<file path="config.mk">
export PLATFORM = sky130hd
export DESIGN_NAME = rotate_kick_ctrl_flat
export DESIGN_NICKNAME = d
export VERILOG_FILES = /design/src/rtl/tetris_pkg.sv /design/src/rtl/rotate_kick_ctrl_if.sv /design/src/rtl/key_edge_repeat.sv /design/src/rtl/rotate_kick_ctrl.sv /design/src/flat_wrapper.sv
export SDC_FILE = /design/constraint.sdc
export NUM_CORES = 1
export LEC_CHECK = 0
export ABC_AREA = 1
export BUFFER_PORTS_ARGS = -buffer_cell sky130_fd_sc_hd__buf_4
export CAP_MARGIN = 40
export CORE_MARGIN = 10
export CORE_UTILIZATION = 49
export CTS_CLUSTER_SIZE = 12
export DETAILED_ROUTE_END_ITERATION = 16
export PLACE_DENSITY = 0.75
export SLEW_MARGIN = 20
export SYNTH_ARGS = -nofsm -noshare
export SYNTH_HDL_FRONTEND = slang
export SYNTH_SLANG_ARGS = --single-unit
</file>
<file path="constraint.sdc">
create_clock -name clock -period 1.3 [get_ports clock]
set_input_delay 0.325 -clock clock [delete_from_list [all_inputs] [get_ports clock]]
set_output_delay 0.325 -clock clock [all_outputs]
set_load 0.03 [all_outputs]
</file>
<file path="src/rtl/tetris_pkg.sv">
// Shared definitions for the piece rotation logic.
//   PIECE_*       3-bit piece type codes as carried on piece_type
//   rot_dir_e     rotation direction of a request
//   kick_t        signed {dx, dy} candidate offset
//   kick_table()  offset of kick candidate k for a given direction
//   rk_state_e    rotation controller FSM states
package tetris_pkg;

    localparam logic [2:0] PIECE_I = 3'd0;
    localparam logic [2:0] PIECE_O = 3'd1;
    localparam logic [2:0] PIECE_T = 3'd2;
    localparam logic [2:0] PIECE_S = 3'd3;
    localparam logic [2:0] PIECE_Z = 3'd4;
    localparam logic [2:0] PIECE_J = 3'd5;
    localparam logic [2:0] PIECE_L = 3'd6;

    // Largest number of kick candidates the table provides.
    localparam int unsigned MAX_KICKS = 5;

    typedef enum logic {
        ROT_DIR_CW  = 1'b0,
        ROT_DIR_CCW = 1'b1
    } rot_dir_e;

    typedef struct packed {
        logic signed [2:0] dx;
        logic signed [2:0] dy;
    } kick_t;

    typedef enum logic [1:0] {
        StIdle = 2'd0,
        StReq  = 2'd1,
        StGap  = 2'd2
    } rk_state_e;

    // Candidates are listed for CW; CCW mirrors them horizontally.
    // Index 0 is always the unshifted rotation.
    function automatic kick_t kick_table(rot_dir_e dir, logic [2:0] k);
        kick_t kick;
        kick.dx = 3'sd0;
        kick.dy = 3'sd0;
        case (k)
            3'd1:    kick.dx = -3'sd1;
            3'd2:    kick.dx = 3'sd1;
            3'd3:    kick.dy = -3'sd1;
            3'd4:    kick.dx = -3'sd2;
            default: ;
        endcase
        if (dir == ROT_DIR_CCW) begin
            kick.dx = -kick.dx;
        end
        return kick;
    endfunction

endpackage

</file>
<file path="src/rtl/rotate_kick_ctrl_if.sv">
// Collision-check handshake between the rotation controller and the board checker.
//   chk_req  controller -> checker  candidate valid, held until chk_ack
//   chk_rot  controller -> checker  candidate orientation
//   chk_dx   controller -> checker  candidate x offset, signed
//   chk_dy   controller -> checker  candidate y offset, signed
//   chk_ack  checker -> controller  response valid
//   chk_ok   checker -> controller  candidate is free; meaningful only with chk_ack
interface rotate_kick_ctrl_if #(
    parameter int unsigned ROT_W = 2
) ();

    logic              chk_req;
    logic [ROT_W-1:0]  chk_rot;
    logic signed [2:0] chk_dx;
    logic signed [2:0] chk_dy;
    logic              chk_ack;
    logic              chk_ok;

    modport master (
        output chk_req,
        output chk_rot,
        output chk_dx,
        output chk_dy,
        input  chk_ack,
        input  chk_ok
    );

    modport slave (
        input  chk_req,
        input  chk_rot,
        input  chk_dx,
        input  chk_dy,
        output chk_ack,
        output chk_ok
    );

endinterface

</file>
<file path="src/rtl/key_edge_repeat.sv">
// Rising-edge detector with optional auto-repeat for one rotation key.
//   clock       system clock
//   reset_n     asynchronous active-low reset
//   key         key level, synchronous to clock
//   trig        1-cycle trigger: key 0->1 edge, or a repeat tick while held
// REPEAT_DLY = 0 disables auto-repeat; otherwise a tick fires every REPEAT_DLY
// cycles after the edge for as long as the key stays high.
module key_edge_repeat #(
    parameter int unsigned REPEAT_DLY = 0
) (
    input  logic clock,
    input  logic reset_n,
    input  logic key,
    output logic trig
);

    localparam int unsigned CNT_W = (REPEAT_DLY > 0) ? $clog2(REPEAT_DLY + 1) : 1;
    localparam logic [CNT_W-1:0] CNT_LAST = CNT_W'(REPEAT_DLY);
    localparam logic [CNT_W-1:0] CNT_ONE  = CNT_W'(1);

    logic             key_q;
    logic [CNT_W-1:0] cnt_q;
    logic [CNT_W-1:0] cnt_d;
    logic             key_edge;
    logic             rep_tick;

    always_comb begin
        key_edge = key & ~key_q;
        rep_tick = 1'b0;
        cnt_d    = cnt_q;
        if (!key) begin
            cnt_d = '0;
        end else if (key_edge) begin
            // The edge cycle counts as cycle 1 of the first repeat interval.
            cnt_d = CNT_ONE;
        end else if (REPEAT_DLY != 0) begin
            if (cnt_q == CNT_LAST) begin
                rep_tick = 1'b1;
                cnt_d    = CNT_ONE;
            end else begin
                cnt_d = cnt_q + CNT_ONE;
            end
        end
        trig = key_edge | rep_tick;
    end

    always_ff @(posedge clock or negedge reset_n) begin
        if (!reset_n) begin
            key_q <= 1'b0;
            cnt_q <= '0;
        end else begin
            key_q <= key;
            cnt_q <= cnt_d;
        end
    end

endmodule

</file>
<file path="src/rtl/rotate_kick_ctrl.sv">
// Rotation controller for the active piece.
// Turns CW/CCW key edges (with optional auto-repeat) into a rotation request, walks the
// wall-kick candidate list through the board collision checker and commits the first
// accepted candidate.
//   clock       system clock
//   reset_n     asynchronous active-low reset
//   rot_cw      clockwise key level
//   rot_ccw     counter-clockwise key level
//   piece_type  current piece; PIECE_O never rotates
//   spawn       pulse: new piece, orientation back to 0, aborts any search
//   chk         collision-check handshake (master side)
//   rotation    committed orientation, drives the shape ROM address
//   kick_dx/dy  offset applied by the last commit, signed; valid with rot_done
//   rot_done    1-cycle pulse: rotation committed
//   rot_fail    1-cycle pulse: every candidate rejected, or checker timed out
//   busy        search in progress
module rotate_kick_ctrl
    import tetris_pkg::*;
#(
    parameter int unsigned NUM_ORIENT  = 4,
    parameter int unsigned ROT_W       = 2,
    parameter int unsigned NUM_KICKS   = 5,
    parameter int unsigned REPEAT_DLY  = 0,
    parameter int unsigned CHK_TIMEOUT = 255
) (
    input  logic              clock,
    input  logic              reset_n,
    input  logic              rot_cw,
    input  logic              rot_ccw,
    input  logic [2:0]        piece_type,
    input  logic              spawn,
    rotate_kick_ctrl_if.master chk,
    output logic [ROT_W-1:0]  rotation,
    output logic signed [2:0] kick_dx,
    output logic signed [2:0] kick_dy,
    output logic              rot_done,
    output logic              rot_fail,
    output logic              busy
);

    localparam logic [ROT_W-1:0] ROT_LAST  = ROT_W'(NUM_ORIENT - 1);
    localparam logic [2:0]       KICK_LAST = 3'(NUM_KICKS - 1);
    localparam int unsigned      TMO_W     = (CHK_TIMEOUT > 0) ? $clog2(CHK_TIMEOUT + 1) : 1;
    localparam logic [TMO_W-1:0] TMO_LAST  = TMO_W'((CHK_TIMEOUT > 0) ? CHK_TIMEOUT - 1 : 0);
    localparam logic [TMO_W-1:0] TMO_ONE   = TMO_W'(1);

    // Key front end
    logic cw_trig;
    logic ccw_trig;

    key_edge_repeat #(
        .REPEAT_DLY (REPEAT_DLY)
    ) u_cw_key (
        .clock   (clock),
        .reset_n (reset_n),
        .key     (rot_cw),
        .trig    (cw_trig)
    );

    key_edge_repeat #(
        .REPEAT_DLY (REPEAT_DLY)
    ) u_ccw_key (
        .clock   (clock),
        .reset_n (reset_n),
        .key     (rot_ccw),
        .trig    (ccw_trig)
    );

    logic     both_keys;
    logic     cw_fire;
    logic     ccw_fire;
    logic     trig_any;
    rot_dir_e trig_dir;

    // Both keys held is ambiguous, so neither direction fires.
    assign both_keys = rot_cw & rot_ccw;
    assign cw_fire   = cw_trig & ~both_keys;
    assign ccw_fire  = ccw_trig & ~both_keys;
    assign trig_any  = (cw_fire | ccw_fire) && (piece_type != PIECE_O);
    assign trig_dir  = cw_fire ? ROT_DIR_CW : ROT_DIR_CCW;

    // State
    rk_state_e        state_q,    state_d;
    logic [ROT_W-1:0] rotation_q, rotation_d;
    logic [ROT_W-1:0] target_q,   target_d;
    rot_dir_e         dir_q,      dir_d;
    logic [2:0]       kick_idx_q, kick_idx_d;
    kick_t            cand_q,     cand_d;
    kick_t            kick_q,     kick_d;
    logic [TMO_W-1:0] tmo_q,      tmo_d;
    logic             rot_done_q, rot_done_d;
    logic             rot_fail_q, rot_fail_d;

    // Explicit wrap so non-power-of-two orientation counts work.
    logic [ROT_W-1:0] target_cw;
    logic [ROT_W-1:0] target_ccw;

    always_comb begin
        target_cw  = (rotation_q == ROT_LAST) ? '0 : rotation_q + ROT_W'(1);
        target_ccw = (rotation_q == '0) ? ROT_LAST : rotation_q - ROT_W'(1);
    end

    always_comb begin
        state_d    = state_q;
        rotation_d = rotation_q;
        target_d   = target_q;
        dir_d      = dir_q;
        kick_idx_d = kick_idx_q;
        cand_d     = cand_q;
        kick_d     = kick_q;
        tmo_d      = tmo_q;
        rot_done_d = 1'b0;
        rot_fail_d = 1'b0;

        unique case (state_q)
            StIdle: begin
                if (trig_any) begin
                    state_d    = StReq;
                    dir_d      = trig_dir;
                    target_d   = (trig_dir == ROT_DIR_CW) ? target_cw : target_ccw;
                    kick_idx_d = 3'd0;
                    cand_d     = kick_table(trig_dir, 3'd0);
                    tmo_d      = '0;
                end
            end

            StReq: begin
                if (chk.chk_ack) begin
                    if (chk.chk_ok) begin
                        rotation_d = target_q;
                        kick_d     = cand_q;
                        rot_done_d = 1'b1;
                        state_d    = StIdle;
                    end else if (kick_idx_q != KICK_LAST) begin
                        kick_idx_d = kick_idx_q + 3'd1;
                        cand_d     = kick_table(dir_q, kick_idx_q + 3'd1);
                        state_d    = StGap;
                    end else begin
                        rot_fail_d = 1'b1;
                        state_d    = StIdle;
                    end
                end else if ((CHK_TIMEOUT != 0) && (tmo_q == TMO_LAST)) begin
                    rot_fail_d = 1'b1;
                    state_d    = StIdle;
                end else begin
                    tmo_d = tmo_q + TMO_ONE;
                end
            end

            // One idle cycle between candidates so the checker sees a fresh request.
            StGap: begin
                state_d = StReq;
                tmo_d   = '0;
            end

            default: begin
                state_d = StIdle;
            end
        endcase

        // A new piece overrides everything, including an ack in the same cycle.
        if (spawn) begin
            state_d    = StIdle;
            rotation_d = '0;
            rot_done_d = 1'b0;
            rot_fail_d = 1'b0;
        end
    end

    always_ff @(posedge clock or negedge reset_n) begin
        if (!reset_n) begin
            state_q    <= StIdle;
            rotation_q <= '0;
            target_q   <= '0;
            dir_q      <= ROT_DIR_CW;
            kick_idx_q <= '0;
            cand_q     <= '0;
            kick_q     <= '0;
            tmo_q      <= '0;
            rot_done_q <= 1'b0;
            rot_fail_q <= 1'b0;
        end else begin
            state_q    <= state_d;
            rotation_q <= rotation_d;
            target_q   <= target_d;
            dir_q      <= dir_d;
            kick_idx_q <= kick_idx_d;
            cand_q     <= cand_d;
            kick_q     <= kick_d;
            tmo_q      <= tmo_d;
            rot_done_q <= rot_done_d;
            rot_fail_q <= rot_fail_d;
        end
    end

    // Outputs
    assign chk.chk_req = (state_q == StReq);
    assign chk.chk_rot = target_q;
    assign chk.chk_dx  = cand_q.dx;
    assign chk.chk_dy  = cand_q.dy;

    assign rotation = rotation_q;
    assign kick_dx  = kick_q.dx;
    assign kick_dy  = kick_q.dy;
    assign rot_done = rot_done_q;
    assign rot_fail = rot_fail_q;
    assign busy     = (state_q != StIdle);

endmodule

</file>
<file path="src/flat_wrapper.sv">
// flat-port wrapper written by rule: the top's interface ports become plain ports
module rotate_kick_ctrl_flat import tetris_pkg::*;
#(
    parameter int unsigned NUM_ORIENT  = 4,
    parameter int unsigned ROT_W       = 2,
    parameter int unsigned NUM_KICKS   = 5,
    parameter int unsigned REPEAT_DLY  = 0,
    parameter int unsigned CHK_TIMEOUT = 255
)
  (clock, reset_n, rot_cw, rot_ccw, piece_type, spawn, rotation, kick_dx, kick_dy, rot_done, rot_fail, busy, chk_chk_req, chk_chk_rot, chk_chk_dx, chk_chk_dy, chk_chk_ack, chk_chk_ok);
  rotate_kick_ctrl_if #(.ROT_W(ROT_W)) chk_i ();
  input  logic clock;
  input  logic reset_n;
  input  logic rot_cw;
  input  logic rot_ccw;
  input  logic [2:0] piece_type;
  input  logic spawn;
  output logic [ROT_W-1:0] rotation;
  output logic signed [2:0] kick_dx;
  output logic signed [2:0] kick_dy;
  output logic rot_done;
  output logic rot_fail;
  output logic busy;
  output wire logic [$bits(chk_i.chk_req)-1:0] chk_chk_req;
  output wire logic [$bits(chk_i.chk_rot)-1:0] chk_chk_rot;
  output wire logic [$bits(chk_i.chk_dx)-1:0] chk_chk_dx;
  output wire logic [$bits(chk_i.chk_dy)-1:0] chk_chk_dy;
  input wire logic [$bits(chk_i.chk_ack)-1:0] chk_chk_ack;
  input wire logic [$bits(chk_i.chk_ok)-1:0] chk_chk_ok;
  assign chk_chk_req = chk_i.chk_req;
  assign chk_chk_rot = chk_i.chk_rot;
  assign chk_chk_dx = chk_i.chk_dx;
  assign chk_chk_dy = chk_i.chk_dy;
  assign chk_i.chk_ack = chk_chk_ack;
  assign chk_i.chk_ok = chk_chk_ok;
  rotate_kick_ctrl #(.NUM_ORIENT(NUM_ORIENT), .ROT_W(ROT_W), .NUM_KICKS(NUM_KICKS), .REPEAT_DLY(REPEAT_DLY), .CHK_TIMEOUT(CHK_TIMEOUT)) u_core (.clock(clock), .reset_n(reset_n), .rot_cw(rot_cw), .rot_ccw(rot_ccw), .piece_type(piece_type), .spawn(spawn), .chk(chk_i), .rotation(rotation), .kick_dx(kick_dx), .kick_dy(kick_dy), .rot_done(rot_done), .rot_fail(rot_fail), .busy(busy));
endmodule
</file>
==> metrics.yaml <==
status: "finished, violations left"
violations: "negative setup slack"
grt_pass1_wl_um: 6420
grt_max_degree: 31
drive_gt1_share_pct: 42.2
viasPerCell: 4.78
fin_tns_setup_ns: -1.58
synth_area_leaders: "dfrtp_1, nand2_1, ha_1, inv_1, nand3_1"
via_count: 1509
powerDensity_nw_per_um2: 982
ir_drop_mv: 0.734
worst-path-max-fanout: 3
ys_ff_latch: 30
die_width_um: 78.3
synthArstFlopShare_pct: 100
cts_buffers: 5
final_antenna_net_count: 0
die-area_um2: 6120
stdcell_count: 316
yosysSeqAreaShare_pct: 45.1
drt-pass1-iter-count: 4
rows: 21
cp.required_ns: 0.98
crit_family: "flip-flops"
core_area_um2: 3310
grt_pass1_vias: 1453
yosysTopAreaCellShare_pct: 45.1
critPathArrivalTime_ns: 1.16
clk_latency_ns: 0.33
setup_slack_ns: -0.187
setup_viol_count_final: 22
cts.reportedPaths.clkPinSlew_ns: 0.09
drtIter0Drc: 127
yosysUniqueCellTypes: 22
fillers: 266
cts_max_path_buffers: 2
diodes: 0
synth_warnings: 0
nets: 288
avgRoutedWirePerCell_um: 12.5
grt_usage_pct: 12.9
placed_cell_area_um2: 1990
start_util_pct: 50.2
synth_commonest_cells: "nand2_1, dfrtp_1, inv_1"
syn_avg_cell_area_um2: 7.73
drc_errors: 0
tightestPinTransition_ns: 0.387
max_cap_violations: 0
fin_crit_ns: 1.49
syn_area_um2: 1660
syn_nets: 234
rsz0062_at_grt: "true"
cts_tree: "done"
worstPathCellList: "nor2_1 > buf_4 > inv_2 > buf_6"
final.setup_skew_ns: 0.0113
max_freq_mhz: 672
critPathMaxStageDelay_ns: 0.42
worstSetupPathType: "reg2out"
clock_sinks: 30
hold_viol: 0
post-route-period-util_pct: 114
syn2layout_area_growth_pct: 40.6
antenna_found_initial: 0
postSynthCellCount: 215
final_max_slew_viol_count: 0
holdCritPathClass: "in2reg"
place_congestion: 0.824
start_kind: "register"
hpwl_um: 2800
synth_top_flop_cell: "dfrtp_1"
yosysMostFrequentCell: "nand2_1"
cts_root_buffer: "clkbuf_4"
dp_cells: 296
power_uw: 2300
synth_top_cell_by_area: "dfrtp_1"
ios: 30
cp-end-kind: "output port"
drt_wl_total_um: 3950
cp_slowest_cell: "dfrtp_1"
port_buffers: 29
die_h_um: 78.3
final_area_um2: 2340
htreeDepth: 2
gr-total-overflow: 0
leakage_uw: 0.00130
synth_edf_count: 0
whs_ns: 0.123
crit_buf_inv: 3
max_slew_margin_pct: 74.2
## cell usage in the layout, fill, tap and decap left out, types with 3 or more instances in the layout
cell type and n:
ha_1 6, nor2_4 5, inv_2 9, buf_4 44, clkbuf_4 5, o21ai_1 3, nand3_1 11, nand2_1 55
nand4_1 4, nand2_4 8, inv_1 24, nor2_1 13, buf_6 7, nand2_2 19, nand3_2 4, dfrtp_1 28
## path summary, 6_finish.rpt
path                                                to  cells after the start                  from  slack, ns
worst min register to register       u_core.kick_dx[2]                      2     u_core.kick_dx[2]       0.48
max in group asynchronous         u_core.kick_idx_q[0]                      2               reset_n       0.54
worst max register to register    u_core.chk.chk_dx[1]                     11  u_core.kick_idx_q[0]      -0.16
worst max-delay path                              busy                      4     u_core.state_q[0]      -0.19
worst min-delay path            u_core.u_ccw_key.key_q                      1               rot_ccw       0.12
min in group asynchronous              u_core.tmo_q[4]                      2               reset_n       0.44
## through the flow
stage          setup WS (ns)  utilization [%]
2_1_floorplan         -0.120                -
3_3_place_gp          -0.169             60.2
3_5_place_dp          -0.242             60.2
4_1_cts               -0.178             65.8
5_1_grt               -0.262             70.6
6_report              -0.187             70.6
## worst register-to-register path, cell delays in order (launching register included)
cell and delay (ns):
dfrtp_2 0.45, ha_4 0.18, inv_2 0.05, nand2_2 0.06, nand2_2 0.10, nor2_4 0.04, ha_1 0.27, nand2_1 0.06
inv_1 0.03, nor2_1 0.07, nand2_1 0.05, nand2_1 0.05
## layout make-up
cell class                 instances  area, um2  area share (%)
clock inverter                     1       5.00           0.214
clock buffer                       7       55.1            2.35
tap                               46       57.6            2.46
inverter                          33        124            5.30
multi-input combinational        147        925            39.5
timing repair buffer              52        419            17.9
sequential                        30        753            32.2
## registers in the layout, indices dropped and copies added (netlist names)
signal                  count
u_core.chk.chk_dx           3
u_core.chk.chk_dy           1
u_core.chk.chk_rot          2
u_core.dir_q                1
u_core.kick_dx              3
u_core.kick_dy              1
u_core.kick_idx_q           3
u_core.rot_done             1
u_core.rot_fail             1
u_core.rotation             2
u_core.state_q              2
u_core.tmo_q                8
u_core.u_ccw_key.key_q      1
u_core.u_cw_key.key_q       1
## cells by family (layout without fill, tap and decap cells)
logic type	count (synthesis)	count (layout)	synth area share (%)
compound gates	11	11	3.54
flops	30	30	45.1
xor+xnor	3	3	1.58
buf+inv	38	93	9.48
fa+ha+maj	9	9	6.77
simple gates	124	124	33.5
## where the power goes
group	switching, uW	internal, uW
Combinational	389	276
Sequential	55.0	999
Clock	315	262
## repair_timing
item | CTS | global route
setup endpoints to repair | 21 | 27
endpoints found under the hold margin | 30 | 0
pin swaps | 9 | 14
hold buffers | 1 | 0
gates cloned | 0 | 0
buffers inserted | 5 | 6
resized for setup | 25 | 36
## metal layers
layer	wire [um]	track usage (%)	up-vias	part of all wire [%]
li1	-	-	763	-
met1	1620	14.2	701	41
met2	2000	21.7	35	51
met3	239	5.01	10	6.1
met4	85	5.38	0	2.2
met5	0	0	-	0
Power figures use the tool's default switching activity.
